===== config.mk =====
export PLATFORM = sky130hd
export DESIGN_NAME = axis_pair_packer_flat
export DESIGN_NICKNAME = d
export VERILOG_FILES = /design/src/rtl/axis_pkg.sv /design/src/rtl/axis_pair_packer_if.sv /design/src/rtl/axis_out_reg.sv /design/src/rtl/axis_pair_packer.sv /design/src/flat_wrapper.sv
export SDC_FILE = /design/constraint.sdc
export NUM_CORES = 1
export LEC_CHECK = 0
export ABC_AREA = 1
export CORE_ASPECT_RATIO = 0.9
export CORE_MARGIN = 10
export CORE_UTILIZATION = 35
export DETAILED_ROUTE_END_ITERATION = 10
export PLACE_DENSITY = 0.59
export SYNTH_ARGS = -nofsm -noshare
export SYNTH_HDL_FRONTEND = slang
export SYNTH_SLANG_ARGS = --single-unit

===== constraint.sdc =====
create_clock -name clk -period 1.53 [get_ports clk]
set_clock_uncertainty 0.1 [all_clocks]
set_input_delay 0.306 -clock clk [delete_from_list [all_inputs] [get_ports clk]]
set_output_delay 0.306 -clock clk [all_outputs]
set_load 0.005 [all_outputs]

===== src/rtl/axis_pkg.sv =====
// rtl/axis_pkg.sv - shared stream definitions for the pair packer and adder benches
package axis_pkg;

  localparam int c_PAIR_W = 8;

  localparam logic ST_EMPTY = 1'b0;
  localparam logic ST_HALF  = 1'b1;

  function automatic logic [2*c_PAIR_W-1:0] pack_pair(input logic [c_PAIR_W-1:0] hi,
                                                      input logic [c_PAIR_W-1:0] lo);
    return {hi, lo};
  endfunction

endpackage


===== src/rtl/axis_pair_packer_if.sv =====
// rtl/axis_pair_packer_if.sv - one AXI-Stream channel with tuser
interface axis_pair_packer_if #(parameter int c_WIDTH = 8);
  logic [c_WIDTH-1:0] tdata;
  logic               tvalid;
  logic               tready;
  logic               tlast;
  logic               tuser;

  modport master (output tdata, tvalid, tlast, tuser, input tready);
  modport slave  (input tdata, tvalid, tlast, tuser, output tready);
endinterface


===== src/rtl/axis_out_reg.sv =====
// rtl/axis_out_reg.sv - single-entry AXIS output register; a load always wins over a drain
module axis_out_reg #(
  parameter int c_WIDTH = 16
) (
  input  logic               clk,
  input  logic               rst,
  input  logic               load,
  input  logic [c_WIDTH-1:0] ld_data,
  input  logic               ld_last,
  input  logic               ld_user,
  output logic               ready,
  axis_pair_packer_if.master m_axis
);

  // Upstream may only load when the slot is free or draining this cycle.
  assign ready = !m_axis.tvalid || m_axis.tready;

  always_ff @(posedge clk or posedge rst) begin
    if (rst) begin
      m_axis.tvalid <= 1'b0;
      m_axis.tdata  <= '0;
      m_axis.tlast  <= 1'b0;
      m_axis.tuser  <= 1'b0;
    end else if (load) begin
      m_axis.tvalid <= 1'b1;
      m_axis.tdata  <= ld_data;
      m_axis.tlast  <= ld_last;
      m_axis.tuser  <= ld_user;
    end else if (m_axis.tready) begin
      m_axis.tvalid <= 1'b0;
    end
  end

endmodule


===== src/rtl/axis_pair_packer.sv =====
// rtl/axis_pair_packer.sv - packs two consecutive beats into {second, first}; odd packets flush padded
module axis_pair_packer
  import axis_pkg::*;
#(
  parameter int c_WIDTH     = 8,
  parameter int c_CNT_WIDTH = 16
) (
  input  logic                   clk,
  input  logic                   rst,
  axis_pair_packer_if.slave      s_axis,
  axis_pair_packer_if.master     m_axis,
  output logic [c_CNT_WIDTH-1:0] pair_count
);

  logic                   state;
  logic [c_WIDTH-1:0]     low_q;
  logic [c_WIDTH-1:0]     s_data;
  logic                   s_ready;
  logic                   s_fire;
  logic                   load;
  logic [2*c_WIDTH-1:0]   ld_data;
  logic                   ld_last;
  logic                   ld_user;

  assign s_data        = s_axis.tdata;
  assign s_axis.tready = s_ready;
  assign s_fire        = s_axis.tvalid && s_ready;

  always_comb begin
    load    = s_fire && ((state == ST_HALF) || s_axis.tlast);
    ld_data = {{c_WIDTH{1'b0}}, s_data};
    ld_last = 1'b1;
    ld_user = 1'b1;
    if (state == ST_HALF) begin
      ld_data = {s_data, low_q};
      ld_last = s_axis.tlast;
      ld_user = 1'b0;
    end
  end

  always_ff @(posedge clk or posedge rst) begin
    if (rst) begin
      state <= ST_EMPTY;
      low_q <= '0;
    end else if (s_fire) begin
      if (state == ST_EMPTY && !s_axis.tlast) begin
        low_q <= s_data;
        state <= ST_HALF;
      end else begin
        state <= ST_EMPTY;
      end
    end
  end

  always_ff @(posedge clk or posedge rst) begin
    if (rst) begin
      pair_count <= '0;
    end else if (m_axis.tvalid && m_axis.tready) begin
      pair_count <= pair_count + 1'b1;
    end
  end

  axis_out_reg #(.c_WIDTH(2*c_WIDTH)) u_out_reg (
    .clk     (clk),
    .rst     (rst),
    .load    (load),
    .ld_data (ld_data),
    .ld_last (ld_last),
    .ld_user (ld_user),
    .ready   (s_ready),
    .m_axis  (m_axis)
  );

endmodule


===== src/flat_wrapper.sv =====
// flat-port wrapper written by rule: the top's interface ports become plain ports
module axis_pair_packer_flat import axis_pkg::*;
#(
  parameter int c_WIDTH     = 8,
  parameter int c_CNT_WIDTH = 16
)
  (clk, rst, pair_count, s_axis_tdata, s_axis_tvalid, s_axis_tlast, s_axis_tuser, s_axis_tready, m_axis_tdata, m_axis_tvalid, m_axis_tlast, m_axis_tuser, m_axis_tready);
  axis_pair_packer_if #(.c_WIDTH(c_WIDTH)) s_axis_i ();
  axis_pair_packer_if #(.c_WIDTH(c_WIDTH)) m_axis_i ();
  input  logic clk;
  input  logic rst;
  output logic [c_CNT_WIDTH-1:0] pair_count;
  input wire logic [$bits(s_axis_i.tdata)-1:0] s_axis_tdata;
  input wire logic [$bits(s_axis_i.tvalid)-1:0] s_axis_tvalid;
  input wire logic [$bits(s_axis_i.tlast)-1:0] s_axis_tlast;
  input wire logic [$bits(s_axis_i.tuser)-1:0] s_axis_tuser;
  output wire logic [$bits(s_axis_i.tready)-1:0] s_axis_tready;
  output wire logic [$bits(m_axis_i.tdata)-1:0] m_axis_tdata;
  output wire logic [$bits(m_axis_i.tvalid)-1:0] m_axis_tvalid;
  output wire logic [$bits(m_axis_i.tlast)-1:0] m_axis_tlast;
  output wire logic [$bits(m_axis_i.tuser)-1:0] m_axis_tuser;
  input wire logic [$bits(m_axis_i.tready)-1:0] m_axis_tready;
  assign s_axis_i.tdata = s_axis_tdata;
  assign s_axis_i.tvalid = s_axis_tvalid;
  assign s_axis_i.tlast = s_axis_tlast;
  assign s_axis_i.tuser = s_axis_tuser;
  assign s_axis_tready = s_axis_i.tready;
  assign m_axis_tdata = m_axis_i.tdata;
  assign m_axis_tvalid = m_axis_i.tvalid;
  assign m_axis_tlast = m_axis_i.tlast;
  assign m_axis_tuser = m_axis_i.tuser;
  assign m_axis_i.tready = m_axis_tready;
  axis_pair_packer #(.c_WIDTH(c_WIDTH), .c_CNT_WIDTH(c_CNT_WIDTH)) u_core (.clk(clk), .rst(rst), .s_axis(s_axis_i), .m_axis(m_axis_i), .pair_count(pair_count));
endmodule

## Yosys cells after proc, flatten, opt, wreduce, memory -nomap -nowiden

Cells that the tools add are included.
W data, S select, Z words.

| cells by class | value |
|---|---|
| add/subtract/negate cells | 1 |
| muxes and demuxes | 6 |
| bitwise logic cells | 1 |
| reductions and logical operators | 10 |

Operators with widths:

| cell | count |
|---|---|
| $add A16 B1 Y16 const B | 1 |
| $mux W8 | 1 |
| $mux W1 | 5 |
| $logic_and A1 B1 Y1 | 4 |
| $logic_not A1 Y1 | 2 |
| $logic_or A1 B1 Y1 | 2 |
| $reduce_and A2 Y1 | 1 |
| $reduce_bool A2 Y1 | 1 |
| $not A1 Y1 | 1 |

| storage, ports and cells | value |
|---|---|
| register bits | 36 |
| input port bits | 14 |
| output and inout port bits | 28 |
| word-level logic and storage cells | 25 |

## Logic depth before layout (Yosys ltp)

| depth | value |
|---|---|
| depth after elaboration | 5 |
| gate-level depth with buffers | 8 |
| gate-level depth less buffers | 7 |

## Hierarchy

Synthesis repeated with hierarchy kept, for this count alone.

| second synthesis, totals | value |
|---|---|
| cell total of the unflattened synthesis | 220 |
| area, all modules | 1,801.7 um^2 |

By module, submodules not included:

| module | instances | cells an instance | area each (um^2) | seq. area each (um^2) |
|---|---|---|---|---|
| axis_pair_packer | 1 | 172 | 1,376.3 | 625.6 |
| axis_out_reg | 1 | 48 | 425.4 | 275.3 |

## Least setup slack after synthesis

OpenSTA, ideal clock, no wires.

| timing | value |
|---|---|
| kind | reg2reg |
| start | register u_core.pair_count[1] |
| end | register u_core.pair_count[10] |
| setup time | 0.120 ns |
| arrival | 1.061 ns |
| setup slack | 0.249 ns |
| cell stages (with the launch flop) | 7 |
| path buffers | 0 |
| clock period less this slack | 1.281 ns |
| cells stage by stage | dfrtp_1 -> ha_1 -> nand3_1 -> nor2_4 -> nand2_1 -> o21ai_1 -> nand2_1 |

| between the ends | value |
|---|---|
| word-level cells in the longest chain between the ends | 1 |

Ends and longest elaborated chain:

| what | line | text |
|---|---|---|
| start: declaration | axis_pair_packer.sv:12 | `output logic [c_CNT_WIDTH-1:0] pair_count` |
| start signal: assignment | axis_pair_packer.sv:59 | `pair_count <= pair_count + 1'b1;` |
| $add A16 B1 Y16 | axis_pair_packer.sv:59 |  |

Every way passes these cells.
A chain may end at the register's enable or synchronous reset.

## Final worst setup path

| timing | value |
|---|---|
| start | register u_core.pair_count[0] |
| end | register u_core.pair_count[10] |

Same word-level chain as after synthesis.

==> run_results.csv <==
group,metric,value,unit
run_status,outcome,"finished, final reports clean",
timing,period_minus_slack,1.421,ns
pwr,p_seq_frac,0.423,
synthesis,synth_top_area_frac,0.5088,
synthesis,synth_edf_count,0,
die,die_w,94.97,µm
clock_tree,clkTransAtPathRegs,0.08,ns
timing,hold-worst-slack,0.2503,ns
place,dp.final_hpwl,2.823,mm
global_routing,first_global_vias,1473,
timing,hold_viol,0,
worst_setup_path,r2r_cells,7,
synthesis,ys_ff_latch,36,
routing,drt_wl_total,3.878,mm
synthesis,synth.area.top_cells,"dfrtp_1, nand2_1, inv_1, o21ai_2, o21ai_0",
worst_setup_path,arrival,1.51,ns
timing,fin_crit_sh,0.9289,
timing,max_freq,703.6,MHz
synthesis,yosys_warnings,0,
pwr,ir_worst_vdd,0.5727,mV
worst_setup_path,cp_max_fo,3,
worst_setup_path,cp.buffers_inverters,1,
worst_setup_path,cp_slowest_stage_delay,0.35,ns
timing,tightest_slew,0.3412,ns
clock_tree,clk_latency,0.30,ns
clock_tree,clock-sinks,36,
global_routing,antenna_found_initial,0,
place,finalWeightedCongestion,0.8433,
timing,finalMaxSlewViolations,0,
worst_setup_path,crit_path_top_delay_cell,"dfrtp_1",
die,num_rows,24,
worst_setup_path,worst_setup_path_end_kind,"flop",
finish,fin_nets,295,
worst_setup_path,cp-start-kind,"flop",
routing,routedWlPerCell,11.21,µm
finish,diodes,0,
clock_tree,cts_buffers,5,
pwr,power-per-cell-area,1189,mW/mm²
clock_tree,htree_levels,2,
worst_setup_path,rr_endpoint,"u_core.pair_count[10]$_DFFE_PP0P_",
worst_setup_path,r2r_start,"u_core.pair_count[0]$_DFFE_PP0P_",
global_routing,overflow,0,
clock_tree,cts_root_buf,"clkbuf_8",
synthesis,yosys-top-cells-count,"nand2_1, dfrtp_1, inv_1",
pwr,switching_power,0.9072,mW
timing,worst_slack,0.1087,ns
place,portBuffers,40,
routing,drc,0,
finish,area_growth,43.04,%
synthesis,synthFlopType,"dfrtp_1",
routing,drt_pass1_iterations,4,
worst_setup_path,critPathRequiredTime,1.62,ns
routing,viasPerCell,4.220,
pwr,p_leak,1.356,nW
routing,ant_nets,0,
routing,dr_wl_met2,1.741,mm
worst_setup_path,cpLargestDelayFamily,"simple AND/OR/NAND/NOR gates",
synthesis,yosysUniqueCellTypes,23,
synthesis,synthArstFlopShare,1.000,
pwr,switching_share,0.3013,
synthesis,synthCells,208,
pwr,p_int,2.104,mW
finish,drive_above_1_share,0.2206,
timing,rsz0062_at_grt,"yes",
finish,fillers,485,
clock_tree,clockBufferDepth,2,
worst_setup_path,worstSetupPathType,"reg -> reg",
timing,setup_violations,0,
routing,route.met3.wl,309,µm
hold_path,hold_class,"in -> async",
global_routing,grt_pass1_wl,6.720,mm
synthesis,syn_nets,223,
synthesis,yosysMostFrequentCell,"nand2_1",
worst_setup_path,path_depth,7,
die,die_area,0.008307,mm²
pwr,clkPwrFrac,0.281,
global_routing,grt_use_total,0.1029,
synthesis,ys_seq_area_frac,0.5088,
routing,routed.top_layer,"met4",
job,maxCapViolations,0,
clock_tree,cts_tree,"done",
synthesis,yosys.area.top_type,"dfrtp_1",
routing,wl_met1,1.756,mm
routing,via_count,1460,
global_routing,grt_max_degree,37,
synthesis,synth_area,0.001770,mm²
die,coreArea,0.004865,mm²
place,dpl_worst_slack,-0.2713,ns
die,die_h,87.47,µm
worst_setup_path,r2r_slack,0.11,ns
die,start_util,0.3639,
die,boundaryPins,42,
pwr,combPwrFrac,0.295,
routing,drt_iter0_markers,69,
timing,tns,0,ns
worst_setup_path,crit_chain,"buf_4, ha_1, nand3_2, nor2_4, nand2_2, o21ai_1, nand2_1",
timing,max_slew_margin,0.7725,
synthesis,avgSynthCellArea,8.512,µm²
==> state kept, by name, indices dropped and copies added (netlist names) <==
register,count
u_core.pair_count,16
u_core.low_q,8
u_core.u_out_reg.m_axis.tdata,8
u_core.state,1
u_core.u_out_reg.m_axis.tlast,1
u_core.u_out_reg.m_axis.tuser,1
u_core.u_out_reg.m_axis.tvalid,1
==> cell usage in the layout, fill, tap and decap left out, types with 4 or more instances in the layout <==
master,synthesis,layout
o21ai_2,8,8
inv_1,21,21
xnor2_1,4,4
buf_4,1,28
xor2_1,4,4
clkdlybuf4s50_1,0,12
clkbuf_8,0,5
dlygate4sd2_1,0,27
nor2_1,11,11
nand2_1,84,83
o21ai_0,10,10
dfrtp_1,36,36
==> layout make-up <==
| cell class | instances | area (µm²) | area share |
|---|---|---|---|
| Sequential cell | 36 | 900.9 | 0.3557 |
| Multi-Input combinational cell | 144 | 754.5 | 0.2979 |
| Timing Repair Buffer | 69 | 591.8 | 0.2337 |
| Inverter | 24 | 92.59 | 0.03656 |
| Tap cell | 65 | 81.33 | 0.03211 |
| Clock buffer | 5 | 68.82 | 0.02717 |
| Clock inverter | 3 | 42.54 | 0.01680 |
==> worst min-delay path, stage by stage <==
cell	delay [ns]
clkdlybuf4s50_1	0.39
inv_1	0.09
buf_12	0.22
==> worst max path at each step <==
stage	slack (ns)	endpoint	startpoint
detailed placement	-0.27	s_axis_tready	m_axis_tready
global route	-0.01	u_core.pair_count[12]$_DFFE_PP0P_	u_core.pair_count[0]$_DFFE_PP0P_
CTS	0.02	s_axis_tready	m_axis_tready
floorplan	0.25	u_core.pair_count[10]$_DFFE_PP0P_	u_core.pair_count[1]$_DFFE_PP0P_
global placement	-0.27	s_axis_tready	m_axis_tready
finish	0.11	u_core.pair_count[10]$_DFFE_PP0P_	u_core.pair_count[0]$_DFFE_PP0P_
==> power by group through the flow <==
stage	Clock (mW)	Sequential [mW]	Combinational (mW)
2_1_floorplan	0	1.33	0.404
3_3_place_gp	0	1.35	0.825
3_5_place_dp	0	1.35	0.838
4_1_cts	0.873	1.28	0.902
5_1_grt	0.920	1.31	1.01
6_report	0.847	1.27	0.890
==> what timing repair did <==
action                                  in CTS  in global routing
gates resized for setup                     29                  4
buffers inserted                            14                  0
endpoints found under the setup margin      28                  2
hold buffers                                 0                  0
pin swaps                                    0                  1
gates cloned                                 0                  0
==> routing by layer <==
metal | up-vias | global-route usage
li1 | 786 | -
met1 | 629 | 0.1168
met2 | 37 | 0.1665
met3 | 8 | 0.04224
met4 | 0 | 0.04484
met5 | - | 0
==> kinds of logic after synthesis <==
kind of cell | count (synthesis) | share of synthesized area
buf+inv | 28 | 0.07209
compound gates | 21 | 0.07633
simple gates | 114 | 0.2961
xor+xnor | 8 | 0.03957
flops | 36 | 0.5088
fa+ha+maj | 1 | 0.007066
==> metrics by stage <==
stage	area, µm²	util	instances	total power, mW
3_5_place_dp	2342	0.4815	324	2.189
3_3_place_gp	2342	0.4815	324	2.171
2_1_floorplan	1770	-	208	1.732
5_1_grt	2532	0.5206	346	3.237
4_1_cts	2525	0.5190	346	3.052
6_report	2532	0.5206	346	3.011
Note: power is estimated with default switching activity, not from simulation.
